$ cat src/rtl/mult_pkg.sv
// Shared types and constants for the sequential 16x16 shift-add multiplier.
package mult_pkg;

  localparam int unsigned WIDTH = 16;
  localparam int unsigned ITERS = WIDTH;
  localparam int unsigned CntW  = 5;

  typedef enum logic [2:0] {
    StIdle,
    StRun,
    StFixLo,
    StFixHi,
    StDone
  } mult_state_e;

  // Two's-complement magnitude; 0x8000 maps to itself and is read as unsigned.
  function automatic logic [WIDTH-1:0] magnitude(input logic [WIDTH-1:0] v, input logic s);
    return (s && v[WIDTH-1]) ? (~v + 1'b1) : v;
  endfunction

endpackage

$ cat src/rtl/cla16.sv
// 16-bit carry-lookahead adder: four 4-bit groups with a lookahead carry across groups.
module cla16 (
  input  logic [15:0] a,
  input  logic [15:0] b,
  input  logic        cin,
  input  logic        sign,
  output logic [15:0] sum,
  output logic        cout,
  output logic        ofl
);

  logic [15:0] g, p;
  logic [16:0] c;
  logic [3:0]  gg, gp;

  always_comb begin
    g  = a & b;
    p  = a ^ b;
    gg = '0;
    gp = '0;
    c  = '0;
    for (int k = 0; k < 4; k++) begin
      gg[k] = 1'b0;
      gp[k] = 1'b1;
      for (int i = 0; i < 4; i++) begin
        gg[k] = g[4*k+i] | (p[4*k+i] & gg[k]);
        gp[k] = gp[k] & p[4*k+i];
      end
    end
    c[0] = cin;
    for (int k = 0; k < 4; k++) begin
      for (int i = 1; i < 4; i++) begin
        c[4*k+i] = g[4*k+i-1] | (p[4*k+i-1] & c[4*k+i-1]);
      end
      c[4*k+4] = gg[k] | (gp[k] & c[4*k]);
    end
    sum  = p ^ c[15:0];
    cout = c[16];
    // Signed overflow is carry into msb differing from carry out.
    ofl  = sign ? (c[16] ^ c[15]) : c[16];
  end

endmodule

$ cat src/rtl/mult_seq16.sv
// Sequential 16x16 shift-add multiplier with fixed 19-edge latency, signed or unsigned,
// using one shared cla16 for both the accumulate and the sign-fix negation.
module mult_seq16
  import mult_pkg::*;
(
  input  logic             clk,
  input  logic             rst,
  input  logic             start,
  input  logic [WIDTH-1:0] a,
  input  logic [WIDTH-1:0] b,
  input  logic             sign,
  output logic             busy,
  output logic             done,
  output logic [WIDTH-1:0] prod_lo,
  output logic [WIDTH-1:0] prod_hi,
  output logic             ovf
);

  localparam logic [CntW-1:0] LastCnt = CntW'(ITERS - 1);

  mult_state_e      state_q, state_d;
  logic [WIDTH-1:0] mcand_q, mq_q, lo_q;
  logic [WIDTH:0]   acc_q;
  logic [CntW-1:0]  count_q;
  logic             neg_q, sgn_q, cfix_q;
  logic [WIDTH-1:0] prod_lo_q, prod_hi_q;
  logic             ovf_q;

  logic [WIDTH-1:0] add_a, add_b, add_sum, hi_d;
  logic             add_cin, add_cout, ovf_d;
  logic             unused_ofl, unused_acc_msb;

  cla16 u_cla16 (
    .a    (add_a),
    .b    (add_b),
    .cin  (add_cin),
    .sign (1'b0),
    .sum  (add_sum),
    .cout (add_cout),
    .ofl  (unused_ofl)
  );

  // acc[16] is always zero after a shift; kept for the 17-bit accumulator shape.
  assign unused_acc_msb = acc_q[WIDTH];

  always_comb begin
    add_a   = '0;
    add_b   = '0;
    add_cin = 1'b0;
    unique case (state_q)
      StRun: begin
        add_a = acc_q[WIDTH-1:0];
        add_b = mq_q[0] ? mcand_q : '0;
      end
      StFixLo: begin
        add_a   = ~mq_q;
        add_cin = 1'b1;
      end
      StFixHi: begin
        add_a   = ~acc_q[WIDTH-1:0];
        add_cin = cfix_q;
      end
      default: ;
    endcase
  end

  always_comb begin
    hi_d  = neg_q ? add_sum : acc_q[WIDTH-1:0];
    ovf_d = sgn_q ? (hi_d != {WIDTH{lo_q[WIDTH-1]}}) : (hi_d != '0);
  end

  always_comb begin
    state_d = state_q;
    unique case (state_q)
      StIdle:  if (start) state_d = StRun;
      StRun:   if (count_q == LastCnt) state_d = StFixLo;
      StFixLo: state_d = StFixHi;
      StFixHi: state_d = StDone;
      StDone:  state_d = start ? StRun : StIdle;
      default: state_d = StIdle;
    endcase
  end

  always_ff @(posedge clk or posedge rst) begin
    if (rst) begin
      state_q   <= StIdle;
      mcand_q   <= '0;
      mq_q      <= '0;
      acc_q     <= '0;
      lo_q      <= '0;
      count_q   <= '0;
      neg_q     <= 1'b0;
      sgn_q     <= 1'b0;
      cfix_q    <= 1'b0;
      prod_lo_q <= '0;
      prod_hi_q <= '0;
      ovf_q     <= 1'b0;
    end else begin
      state_q <= state_d;
      case (state_q)
        StIdle, StDone: begin
          if (start) begin
            mcand_q <= magnitude(a, sign);
            mq_q    <= magnitude(b, sign);
            neg_q   <= sign & (a[WIDTH-1] ^ b[WIDTH-1]);
            sgn_q   <= sign;
            acc_q   <= '0;
            count_q <= '0;
          end
        end
        StRun: begin
          acc_q   <= {1'b0, add_cout, add_sum[WIDTH-1:1]};
          mq_q    <= {add_sum[0], mq_q[WIDTH-1:1]};
          count_q <= count_q + 1'b1;
        end
        StFixLo: begin
          lo_q   <= neg_q ? add_sum : mq_q;
          cfix_q <= neg_q & add_cout;
        end
        StFixHi: begin
          prod_hi_q <= hi_d;
          prod_lo_q <= lo_q;
          ovf_q     <= ovf_d;
        end
        default: ;
      endcase
    end
  end

  assign busy    = (state_q == StRun) || (state_q == StFixLo) || (state_q == StFixHi);
  assign done    = (state_q == StDone);
  assign prod_lo = prod_lo_q;
  assign prod_hi = prod_hi_q;
  assign ovf     = ovf_q;

endmodule
$ cat config.mk
export PLATFORM = sky130hd
export DESIGN_NAME = mult_seq16
export DESIGN_NICKNAME = d
export VERILOG_FILES = /design/src/rtl/mult_pkg.sv /design/src/rtl/cla16.sv /design/src/rtl/mult_seq16.sv
export SDC_FILE = /design/constraint.sdc
export NUM_CORES = 1
export LEC_CHECK = 0
export BUFFER_PORTS_ARGS = -buffer_cell sky130_fd_sc_hd__buf_2
export CELL_PAD_IN_SITES_DETAIL_PLACEMENT = 1
export CELL_PAD_IN_SITES_GLOBAL_PLACEMENT = 1
export CORE_MARGIN = 1.5
export CORE_UTILIZATION = 49
export CTS_CLUSTER_SIZE = 28
export DETAILED_ROUTE_END_ITERATION = 12
export PLACE_DENSITY = 0.94
export SYNTH_ARGS = -nofsm -noshare
export SYNTH_HDL_FRONTEND = slang
export SYNTH_SLANG_ARGS = --single-unit
$ cat constraint.sdc
create_clock -name clk -period 10 [get_ports clk]
set_input_delay 1 -clock clk [delete_from_list [all_inputs] [get_ports clk]]
set_output_delay 1 -clock clk [all_outputs]
set_load 0.005 [all_outputs]
# Word level (Yosys, flattened, before mapping)
# Cells that the tools add are included.
dict set report totals {
  reg_bits 108
  elab_cells 132
  input_bits 36
}
dict set report classes {
  bitwise 78
  mux 19
  add_sub_neg 3
  n_eq_ne 9
  reduce_logical 11
}
# cell count
set op_table {}
lappend op_table {{two-way mux 16 bit} 8}
lappend op_table {{inverter 16 bit} 4}
lappend op_table {{case mux 16 bit (2 select lines)} 2}
lappend op_table {{case mux 16 bit (3 select lines)} 1}
lappend op_table {{AND 1 bit} 42}
lappend op_table {{adder 16 x 1 -> 16 bit (second input constant)} 2}
lappend op_table {{bitwise XOR 16 bit} 2}
lappend op_table {{bitwise OR 1 bit} 28}
lappend op_table {{AND 16 bit} 1}
lappend op_table {{!= test 16 bit} 1}
lappend op_table {{nonzero test 16 bit} 1}
lappend op_table {{case mux 3 bit (5 select lines)} 1}
lappend op_table {{case mux 5 bit (2 select lines)} 1}
lappend op_table {{equality test 3 x 2 -> 1 bit (second input constant)} 2}
lappend op_table {{two-way mux 3 bit} 2}
lappend op_table {{!= test 2 bit (second input constant)} 3}
lappend op_table {{AND reduction 2 bit} 3}
lappend op_table {{adder 5 x 1 -> 5 bit (second input constant)} 1}
lappend op_table {{equality test 5 x 4 -> 1 bit (second input constant)} 1}
lappend op_table {{two-way mux 5 bit} 1}
lappend op_table {{equality test 3 x 1 -> 1 bit (second input constant)} 1}
lappend op_table {{equality test 3 bit (second input constant)} 1}
lappend op_table {{logical NOT 3 bit} 1}
lappend op_table {{logical AND 1 bit} 2}
lappend op_table {{6 further kinds} 8}

# Logic depth before layout (Yosys ltp)
# Gate-level depths: netlist of the first run.
dict set report depth {
  depth_word 24
  ltp_mapped 21
  ltp_nobuf 19
}

# By module
# From an unflattened synthesis of the first run, not the netlist that was laid out.
dict set report unflattened {
  cells_unflattened 701
  hier_area_um2 6382.4
}
# mod cells_per_inst area_each_um2 instances
set modules_own_cells {}
lappend modules_own_cells {mult_seq16 633 5688.0 1}
lappend modules_own_cells {cla16 68 694.4 1}

# Worst setup path after synthesis of the first run
# No wires, ideal clock.
dict set report synth_path {
  path_type {register to register}
  start {register state_q[1]}
  end {register ovf_q (netlist: ovf)}
  required_time_ps 9866
  slack_ps 5016
  path_stages_with_launch 19
  setup_ps 134
  synth_period_minus_slack_ps 4984
  arrival_ps 4850
  path_buffers 2
  path_cell_list {dfrtp_1 clkbuf_1 nor2_1 clkbuf_1 a22oi_1 nor2_1 ha_1 and4_1 a221o_1 or2_2 fa_1 fa_1 fa_1 xnor2_1 nand2_1 o21ai_0 or4_1 nor4_1 nor3_1}
}
dict set report synth_between {
  elab_chain_len 24
  word_cells_on_any_way 70
}
# element line
set synth_rtl {}
lappend synth_rtl {{start: declaration} mult_seq16.sv:21} ;# mult_state_e state_q, state_d;
lappend synth_rtl {{start signal: assignment} mult_seq16.sv:86} ;# state_q <= StIdle;
lappend synth_rtl {{start signal: assignment} mult_seq16.sv:99} ;# state_q <= state_d;
lappend synth_rtl {{equality test 3 x 2 -> 1 bit (tied with other cells)} {mult_seq16.sv:50, mult_seq16.sv:100}}
lappend synth_rtl {{case mux 16 bit (3 select lines) or two-way mux 16 bit (tied branches)} mult_seq16.sv:50} ;# unique case (state_q)
lappend synth_rtl {{bitwise XOR 16 bit or AND 16 bit (tied branches)} {cla16.sv:18, cla16.sv:17}}
lappend synth_rtl {{AND 1 bit} cla16.sv:26} ;# gg[k] = g[4*k+i] | (p[4*k+i] & gg[k]);
lappend synth_rtl {{bitwise OR 1 bit} cla16.sv:26}
lappend synth_rtl {{AND 1 bit} cla16.sv:26}
lappend synth_rtl {{bitwise OR 1 bit} cla16.sv:26}
lappend synth_rtl {{AND 1 bit} cla16.sv:26}
lappend synth_rtl {{[8 not listed]} -}
lappend synth_rtl {{AND 1 bit} cla16.sv:33} ;# c[4*k+i] = g[4*k+i-1] | (p[4*k+i-1] & c[4*k+i-1]);
lappend synth_rtl {{bitwise OR 1 bit} cla16.sv:33}
lappend synth_rtl {{AND 1 bit} cla16.sv:33}
lappend synth_rtl {{bitwise OR 1 bit} cla16.sv:33}
lappend synth_rtl {{bitwise XOR 16 bit} cla16.sv:37} ;# sum = p ^ c[15:0];
lappend synth_rtl {{two-way mux 16 bit} mult_seq16.sv:68} ;# hi_d = neg_q ? add_sum : acc_q[WIDTH-1:0];
lappend synth_rtl {{!= test 16 bit or nonzero test 16 bit (tied branches)} mult_seq16.sv:69} ;# ovf_d = sgn_q ? (hi_d != {WIDTH{lo_q[WIDTH-1]}}) : (hi_d != '0);
lappend synth_rtl {{two-way mux 1 bit} mult_seq16.sv:69}
lappend synth_rtl {{end signal: assignment} mult_seq16.sv:123} ;# ovf_q <= ovf_d;
lappend synth_rtl {{end: declaration} mult_seq16.sv:27} ;# logic ovf_q;
# Several ways; a longest one is shown, not always the timed one.
# A chain may end at the register's enable or synchronous reset.

# Final worst setup path of the first run
dict set report layout_path {
  start {register state_q[0]}
  end {register ovf_q (netlist: ovf)}
}
# The elaborated chain is that of the path after synthesis.

==> metrics.md, run 1 <==
| Metric | Value |
|---|---|
| Outcome | `complete, no violations` |
| Skew-Pair Late Insertion Delay | `360 ps` |
| Design Area, Final | `7020 um2` |
| Register area share after synthesis | `43.3%` |
| Cell area after placement | `6720 um2` |
| Initial antenna violation count | `0` |
| Drt pass-1 iters | `4` |
| Synthesized area per cell | `9.08 um2` |
| Synth Flop Type | `dfrtp_1` |
| WS Path Type | `flop to flop` |
| Max cap viols | `0` |
| Final hold vios | `0` |
| CP startpoint kind | `flop` |
| H-tree depth | `3` |
| Grt total ovfl | `0` |
| ANT nets after route | `0` |
| Largest family of logic cells by synthesized area | `simple AND/OR/NAND/NOR gates` |
| Synth area leaders | `dfrtp_1, nand2_1, o21ai_0` |
| Mapped Area | `6250 um2` |
| CP most frequent cell | `fa_1` |
| Detailed-placement wirelength estimate | `13600 um` |
| CP endpoint kind | `flop` |
| Setup TNS | `0 ps` |
| Static leakage | `3.45 nW` |
| Post-place setup slack | `3490 ps` |
| Synth warnings | `0` |
| Seq cells post-synth | `108` |
| Power, Total | `2.12 mW` |
| CTS tree | `built` |
| Comb power frac | `46.1%` |
| CTS clock-pin slew for the worst setup and hold paths | `80 ps` |
| CTS sink count | `108` |
| Port Buf Inserts | `70` |
| Post-synthesis adder-cell area fraction | `7.85%` |
| Final period utilization | `67.4%` |
| Synth Area in Compound Gates | `16.5%` |
| Worst path bufs/invs | `1` |
| Util after Layout | `56.1%` |
| Hold WS | `472 ps` |
| Area grow syn2layout | `12.4%` |
| Final setup margin | `3260 ps` |
| Crit path depth | `19` |
| Root Buffer | `clkbuf_16` |
| R2R Path End | `ovf` |
| Cts hold-fix bufs | `0` |
| Share of power burned in registers | `36.4%` |
| Most frequent cells in the layout | `nand2_1, dfrtp_1, o21ai_0` |
| Dpl cells | `897` |
| Syn nets | `756` |
| Post-synthesis async set-or-reset flop share | `100%` |
| Largest net degree at the start of global routing | `58` |
| Total core area | `12500 um2` |
| Worst Tran Pin Value | `1120 ps` |
| Post-Synth Simple-Gate Area | `18.3%` |
| Family with the most delay on the worst path | `simple AND/OR/NAND/NOR gates` |
| Drc violations | `0` |
| Vias | `5400` |
| Reg-to-reg critical path startpoint | `state_q[0]` |
| Hold Path Depth | `2` |
| First-pass GRT wire length | `29800 um` |
| Register area | `2700 um2` |
| Post-CTS Resized | `0` |
| Die area | `13400 um2` |
| Critical-path maximum fanout | `21` |
| Most common cell after layout, fill and taps aside | `nand2_1` |
| Flop2flop setup slack | `3260 ps` |
| Sw frac | `44.8%` |
| HP Class | `flop to flop` |
| Final Skew | `10.2 ps` |
| Hold worst-path end | `prod_lo[8]` |
| Worst VDD drop | `0.203 mV` |
| Area occupied by multi-input gates | `3340 um2` |
| Xor and xnor fraction of the mapped netlist area | `4.21%` |
| Internal power | `1.17 mW` |
| Clock buffer depth | `2` |
| Max-slew headroom | `24.9%` |
| Final Slew Violations | `0` |
| Post-synthesis mux area share | `6.59%` |
| Starting DRT DRC Count | `367` |
| Worst Setup SP | `state_q[0]` |
| Hold Startpoint | `lo_q[8]` |
| Final-stage net count | `804` |
| Postcts setup bufs | `0` |
| Rows | `41` |
| Number of diodes | `0` |
| Die Ht | `116 um` |
| P_sw | `0.948 mW` |
| Worst Reg-to-Reg Cells | `19` |
| Critical path's largest stage delay | `1010 ps` |
| Shortest clock period the worst path allows after layout | `6740 ps` |
| Clk pwr share | `17.5%` |
| Slowest-stage cell, CP | `dfrtp_1` |
| Clock buffer count from CTS | `9` |
| Mapped Cells | `688` |
| Via density | `5.91` |
| Die W | `116 um` |
| Fmax | `148 MHz` |
| Setup Viol. Count Final | `0` |
| Fillers | `1512` |
| Initial Util | `49.9%` |
| Synth top area share | `43.3%` |
| Post-Layout Cell Count | `913` |
| WL/cell | `20.2 um` |
| Routed WL | `18400 um` |
| CP cell instances | `inv_1 > nor2_1 > a22oi_1 > nor2_1 > ha_1 > a21oi_1 > nand2_1 > a221o_1 > o21ai_0 > nand2b_1 > fa_1 > fa_1 > fa_1 > xnor2_1 > nand2_1 > o21ai_0 > or4_1 > nor4_1 > nor3_1` |
| Worst path arrival time | `6950 ps` |
| EDFF count, synth | `0` |
| RSZ-0062 raised after global routing | `false` |
| Gpl congestion | `0.959` |
| Crit path required time | `10220 ps` |
| Vias in the first global route | `5730` |
| Share of cells above drive strength 1 | `13.8%` |
| Synth unique cells | `50` |
| IO Count | `71` |
| Cell accounting for the most synthesized area | `dfrtp_1` |
| All-Layer GR Usage | `29.1%` |
| P per Cell Area | `302 nW/um2` |
state kept, by name, summed over array words and instances, names as in the netlist:
name     count
mcand_q     16
sgn_q        1
cfix_q       1
neg_q        1
state_q      3
prod_lo     16
mq_q        16
prod_hi     16
ovf          1
count_q      5
lo_q        16
acc_q       16
power by group through the flow:
stage | registers [mW] | logic (mW) | clock network, mW
after floorplan | 0.682 | 0.689 | 0
after global placement | 0.758 | 0.911 | 0
after detailed placement | 0.769 | 0.963 | 0
after CTS | 0.764 | 0.972 | 0.376
after global routing | 0.787 | 1.08 | 0.394
final | 0.770 | 0.976 | 0.371
synth_stat cells (6+ instances only):
| library cell | count |
|---|---|
| nand2_1 | 132 |
| xnor2_1 | 21 |
| ha_1 | 20 |
| fa_1 | 12 |
| mux2i_1 | 40 |
| a21oi_1 | 19 |
| nand3_1 | 11 |
| a22o_1 | 13 |
| dfrtp_1 | 108 |
| nor4_1 | 7 |
| and3_1 | 16 |
| nand4_1 | 6 |
| a22oi_1 | 27 |
| inv_1 | 15 |
| xor2_1 | 9 |
| o21ai_0 | 88 |
| nor3_1 | 7 |
| nor2_1 | 49 |
| clkbuf_1 | 34 |
logic make-up (layout without fill, tap and decap cells):
logic type / count (synthesis) / after routing
xor+xnor: 30 / 30
fa+ha+maj: 32 / 32
compound gates: 168 / 168
buf+inv: 55 / 108
simple gates: 254 / 254
flops: 108 / 108
mux: 41 / 41
cell type report:
type | count | share of cell area, %
Multi-Input combinational cell | 525 | 47.6
Sequential cell | 108 | 38.5
Timing Repair Buffer | 77 | 5.74
Clock buffer | 10 | 3.26
Tap cell | 172 | 3.06
Clock inverter | 6 | 0.998
Inverter | 15 | 0.837
per-layer routing:
layer  global-route usage [%]  wire length, um
met2                     48.4             8970
met4                     15.1              724
met1                     36.6             7800
met3                     5.02              946
met5                        0                0
worst max-delay path by stage:
stage	slack (ps)	endpoint
6_report	3260	ovf
3_3_place_gp	3770	ovf
5_1_grt	2760	ovf
3_5_place_dp	3490	ovf
2_1_floorplan	5020	ovf
4_1_cts	3310	ovf
worst min-delay path, stage by stage, from the launching register on:
cell and delay [ps]:
dfrtp_1 350, nand2_1 50, nand2_1 50
(Power assumes the default switching activity.)
==> run 2: changes to the inputs <==
Settings changed: CORE_UTILIZATION 49 to 45, PLACE_DENSITY 0.94 to 0.88.
Clock period 10 ns to 6.29 ns, I/O delays scaled along.
==> metrics.md, run 2 (same netlist as run 1, synthesis figures left out) <==
| Metric | Value |
|---|---|
| Outcome | `complete, no violations` |
| Final hold vios | `0` |
| Routed WL | `19000 um` |
| Vias | `5473` |
| R2R Path End | `ovf` |
| Critical-path maximum fanout | `17` |
| All-Layer GR Usage | `27.6%` |
| Die W | `121 um` |
| Initial antenna violation count | `1` |
| Setup TNS | `0 ps` |
| WL/cell | `20.7 um` |
| Final setup margin | `462 ps` |
| Share of power burned in registers | `35.2%` |
| Initial Util | `46.6%` |
| Vias in the first global route | `5782` |
| CP endpoint kind | `flop` |
| HP Class | `input pin to async pin` |
| Area occupied by multi-input gates | `3340 um2` |
| Max cap viols | `0` |
| Flop2flop setup slack | `460 ps` |
| Number of diodes | `0` |
| CP most frequent cell | `fa_1` |
| Worst Tran Pin Value | `1130 ps` |
| Clk pwr share | `17.0%` |
| Port Buf Inserts | `70` |
| Drt pass-1 iters | `5` |
| Post-place setup slack | `609 ps` |
| Comb power frac | `47.8%` |
| First-pass GRT wire length | `30800 um` |
| Worst path arrival time | `6060 ps` |
| Postcts setup bufs | `0` |
| Final Slew Violations | `0` |
| Critical path's largest stage delay | `860 ps` |
| Setup Viol. Count Final | `0` |
| H-tree depth | `3` |
| Util after Layout | `52.5%` |
| Worst Reg-to-Reg Cells | `19` |
| CTS sink count | `108` |
| P per Cell Area | `479 nW/um2` |
| Static leakage | `3.46 nW` |
| Cts hold-fix bufs | `0` |
| Grt total ovfl | `0` |
| Cell area after placement | `6750 um2` |
| CP startpoint kind | `flop` |
| CP cell instances | `inv_1 > nor2_1 > a22oi_1 > nor2_1 > ha_1 > a21oi_1 > nand2_1 > a221o_1 > o21ai_0 > nand2b_1 > fa_1 > fa_1 > fa_1 > xnor2_1 > nand2_1 > o21ai_0 > or4_1 > nor4_1 > nor3_1` |
| Sw frac | `45.7%` |
| Drc violations | `0` |
| Gpl congestion | `0.883` |
| Total core area | `13400 um2` |
| Reg-to-reg critical path startpoint | `state_q[0]` |
| Final-stage net count | `807` |
| ANT nets after route | `0` |
| IO Count | `71` |
| P_sw | `1.54 mW` |
| Most frequent cells in the layout | `nand2_1, dfrtp_1, o21ai_0` |
| Die area | `14600 um2` |
| Area grow syn2layout | `12.7%` |
| Final Skew | `10.9 ps` |
| Post-CTS Resized | `0` |
| CTS tree | `built` |
| Share of cells above drive strength 1 | `14.2%` |
| Clock buffer depth | `2` |
| Detailed-placement wirelength estimate | `14100 um` |
| Final period utilization | `92.6%` |
| Max-slew headroom | `24.5%` |
| Most common cell after layout, fill and taps aside | `nand2_1` |
| Fillers | `1568` |
| Clock buffer count from CTS | `9` |
| Skew-Pair Late Insertion Delay | `370 ps` |
| Shortest clock period the worst path allows after layout | `5830 ps` |
| CTS clock-pin slew for the worst setup and hold paths | `80 ps` |
| Rows | `42` |
| Fmax | `172 MHz` |
| Largest net degree at the start of global routing | `66` |
| Register area | `2700 um2` |
| Via density | `5.95` |
| Slowest-stage cell, CP | `nor2_1` |
| RSZ-0062 raised after global routing | `false` |
| Internal power | `1.83 mW` |
| Die Ht | `121 um` |
| Crit path required time | `6520 ps` |
| Root Buffer | `clkbuf_16` |
| Design Area, Final | `7040 um2` |
| WS Path Type | `flop to flop` |
| Starting DRT DRC Count | `383` |
| Worst VDD drop | `0.303 mV` |
==> run 2: cell types whose count changed in the layout (fill, tap and decap cells not counted), sizes merged <==
cell	change
clkbuf	-1
clkinv	-1
clkinvlp	+2
bufinv	-1
inv	+1
buf	+3
==> run 2: worst max-delay path by stage <==
stage               start   to  slack, ps  cells past startpoint
2_1_floorplan  state_q[1]  ovf       1310                     18
3_3_place_gp   state_q[1]  ovf        940                     18
3_5_place_dp   state_q[0]  ovf        610                     19
4_1_cts        state_q[0]  ovf        580                     19
5_1_grt        state_q[0]  ovf         70                     19
6_report       state_q[0]  ovf        460                     19
==> run 2: per-layer routing <==
metal  wire [um]  track usage [%]
met5           0                0
met4         599             12.7
met3         979             3.87
met2        9370             46.1
met1        8060             35.6
==> run 2: worst max-delay path, delay by kind of cell, from the launching register on <==
kind / cells / cell delay (ps)
simple gates: 8 / 2390
fa+ha+maj: 4 / 1490
compound gates: 5 / 1180
flops: 1 / 350
xor+xnor: 1 / 170
buf+inv: 1 / 100
==> run 2: cell type report <==
type,instances,share of cell area [%]
flip-flops and latches,108,38.4
clock buffers,9,3.20
multi-input cells,525,47.5
clock inverters,7,0.942
inverters,15,0.835
repair buffers,80,6.04
well taps,176,3.13
==> run 2: per-stage QoR <==
| step | std cells | hold WS (ps) | power, mW |
|---|---|---|---|
| after global routing | 920 | 354 | 3.58 |
| final | 920 | 300 | 3.37 |
| after detailed placement | 904 | 459 | 2.79 |
| after global placement | 904 | 451 | 2.66 |
| after floorplan | 688 | 438 | 2.18 |
| after CTS | 920 | 330 | 3.36 |
==> run 2: power groups by stage <==
stage               clock network, mW  logic, mW  registers [mW]
floorplan                           0       1.09            1.08
global placement                    0       1.49            1.17
detailed placement                  0       1.60            1.19
CTS                             0.580       1.61            1.18
global route                    0.602       1.77            1.21
finish                          0.572       1.61            1.19
==> run 3: changes to the inputs <==
Clock period 6.29 ns to 5.95 ns, I/O delays scaled along.
==> metrics.md, run 3 (same netlist as run 1, synthesis figures left out) <==
| Metric | Value |
|---|---|
| Number of diodes | `0` |
| Largest net degree at the start of global routing | `64` |
| Final Skew | `11.0 ps` |
| All-Layer GR Usage | `26.9%` |
| Share of cells above drive strength 1 | `14.4%` |
| Worst Setup SP | `state_q[1]` |
| Worst VDD drop | `0.308 mV` |
| Power, Total | `3.60 mW` |
| CP cell instances | `buf_4 > nor3_2 > buf_4 > and3_1 > ha_1 > a21oi_1 > nand2_1 > o211a_1 > o21ai_0 > nand2b_1 > fa_1 > fa_1 > fa_1 > xnor2_1 > nand2_1 > o21ai_0 > or4_1 > nor4_1 > nor3_1` |
| CP most frequent cell | `fa_1` |
| Final-stage net count | `807` |
| Comb power frac | `47.1%` |
| Final period utilization | `95.2%` |
| WL/cell | `20.4 um` |
| Design Area, Final | `7070 um2` |
| Worst path arrival time | `5900 ps` |
| Initial Util | `46.6%` |
| Static leakage | `3.47 nW` |
| Vias in the first global route | `5776` |
| RSZ-0062 raised after global routing | `false` |
| Reg-to-reg critical path startpoint | `state_q[1]` |
| Met2 usage | `45.7%` |
| CTS tree | `built` |
| Critical-path maximum fanout | `22` |
| P per Cell Area | `509 nW/um2` |
| CTS clock-pin slew for the worst setup and hold paths | `80 ps` |
| Rows | `42` |
| Cts hold-fix bufs | `0` |
| Dpl cells | `904` |
| Max-slew headroom | `39.3%` |
| Register area | `2700 um2` |
| Vias | `5421` |
| Setup TNS | `0 ps` |
| CTS sink count | `108` |
| Outcome | `complete, no violations` |
| Crit path required time | `6190 ps` |
| Worst Tran Pin Value | `908 ps` |
| Grt total ovfl | `0` |
| Most frequent cells in the layout | `nand2_1, dfrtp_1, o21ai_0` |
| Total core area | `13400 um2` |
| Post-place setup slack | `306 ps` |
| Max cap viols | `0` |
| WS Path Type | `flop to flop` |
| Share of power burned in registers | `34.9%` |
| Final setup margin | `285 ps` |
| Area grow syn2layout | `13.2%` |
| Post-Layout Cell Count | `920` |
| Drt pass-1 iters | `5` |
| CP endpoint kind | `flop` |
| Die Ht | `121 um` |
| IO Count | `71` |
| Drc violations | `0` |
| Most common cell after layout, fill and taps aside | `nand2_1` |
| Setup Viol. Count Final | `0` |
| Sw frac | `44.6%` |
| Area occupied by multi-input gates | `3350 um2` |
| Die W | `121 um` |
| Met1 usage in global routing | `35.0%` |
| Clock buffer depth | `2` |
| Die area | `14600 um2` |
| GR Layer Usage met3 | `3.63%` |
| Routed WL | `18700 um` |
| Port Buf Inserts | `70` |
| H-tree depth | `3` |
| Fmax | `177 MHz` |
| Final hold vios | `0` |
| Final Slew Violations | `0` |
| Clock buffer count from CTS | `9` |
| Global route hottest layer | `met2` |
| Root Buffer | `clkbuf_16` |
| Internal power | `2.00 mW` |
| HP Class | `input pin to async pin` |
| CP startpoint kind | `flop` |
| Critical path's largest stage delay | `550 ps` |
| Detailed-placement wirelength estimate | `13900 um` |
| Shortest clock period the worst path allows after layout | `5660 ps` |
| Via density | `5.89` |
| Slowest-stage cell, CP | `nor3_2` |
| Initial antenna violation count | `0` |
| Postcts setup bufs | `0` |
| Starting DRT DRC Count | `397` |
| Skew-Pair Late Insertion Delay | `360 ps` |
| Cell area after placement | `6750 um2` |
| First-pass GRT wire length | `30100 um` |
| Gpl congestion | `0.910` |
| P_sw | `1.60 mW` |
| Fillers | `1582` |
| ANT nets after route | `0` |
| Clk pwr share | `18.0%` |
==> run 3: worst paths after layout <==
path | end | slack [ps] | depth (start not counted)
worst min register to register | prod_lo[7] | 470 | 2
worst max-delay path | ovf | 290 | 19
worst min-delay path | prod_lo[2] | 290 | 2
min in group clk | prod_lo[7] | 470 | 2
max in group asynchronous | mcand_q[6] | 4400 | 3
worst max register to register | ovf | 290 | 19
==> run 3: power by group through the flow <==
stage / combinational, mW / clock, mW / sequential (mW)
2_1_floorplan: 1.16 / 0 / 1.15
3_3_place_gp: 1.58 / 0 / 1.24
3_5_place_dp: 1.66 / 0 / 1.26
4_1_cts: 1.69 / 0.654 / 1.25
5_1_grt: 1.86 / 0.681 / 1.29
6_report: 1.70 / 0.648 / 1.26
==> run 3: area by class of cell <==
cell class,count,area share (%)
Multi-Input combinational cell,525,47.3
Sequential cell,108,38.2
Timing Repair Buffer,80,6.02
Clock buffer,11,3.57
Tap cell,176,3.11
Clock inverter,5,0.938
Inverter,15,0.832
==> run 3: per-stage QoR <==
step	utilization [%]	hold WS (ps)
6_report	52.8	287
2_1_floorplan	-	438
4_1_cts	52.8	320
5_1_grt	52.8	337
3_5_place_dp	50.4	456
3_3_place_gp	50.4	453
==> run 3: what timing repair did <==
item | CTS | global route
gates resized for setup | 0 | 1
hold endpoints to repair | 0 | 0
setup endpoints to repair | 0 | 1
==> run 3: routing by layer <==
layer / routed length [um] / up-vias
met3: 883 / 37
met5: 0 / -
met4: 533 / 0
li1: - / 2521
met2: 9180 / 170
met1: 8130 / 2693
==> run 3: worst max-delay path, delay by kind of cell (launching register included) <==
kind | cells | cell delay, ps
simple gates | 8 | 2110
xor+xnor | 1 | 170
buf+inv | 2 | 560
compound gates | 4 | 840
fa+ha+maj | 4 | 1480
flops | 1 | 390
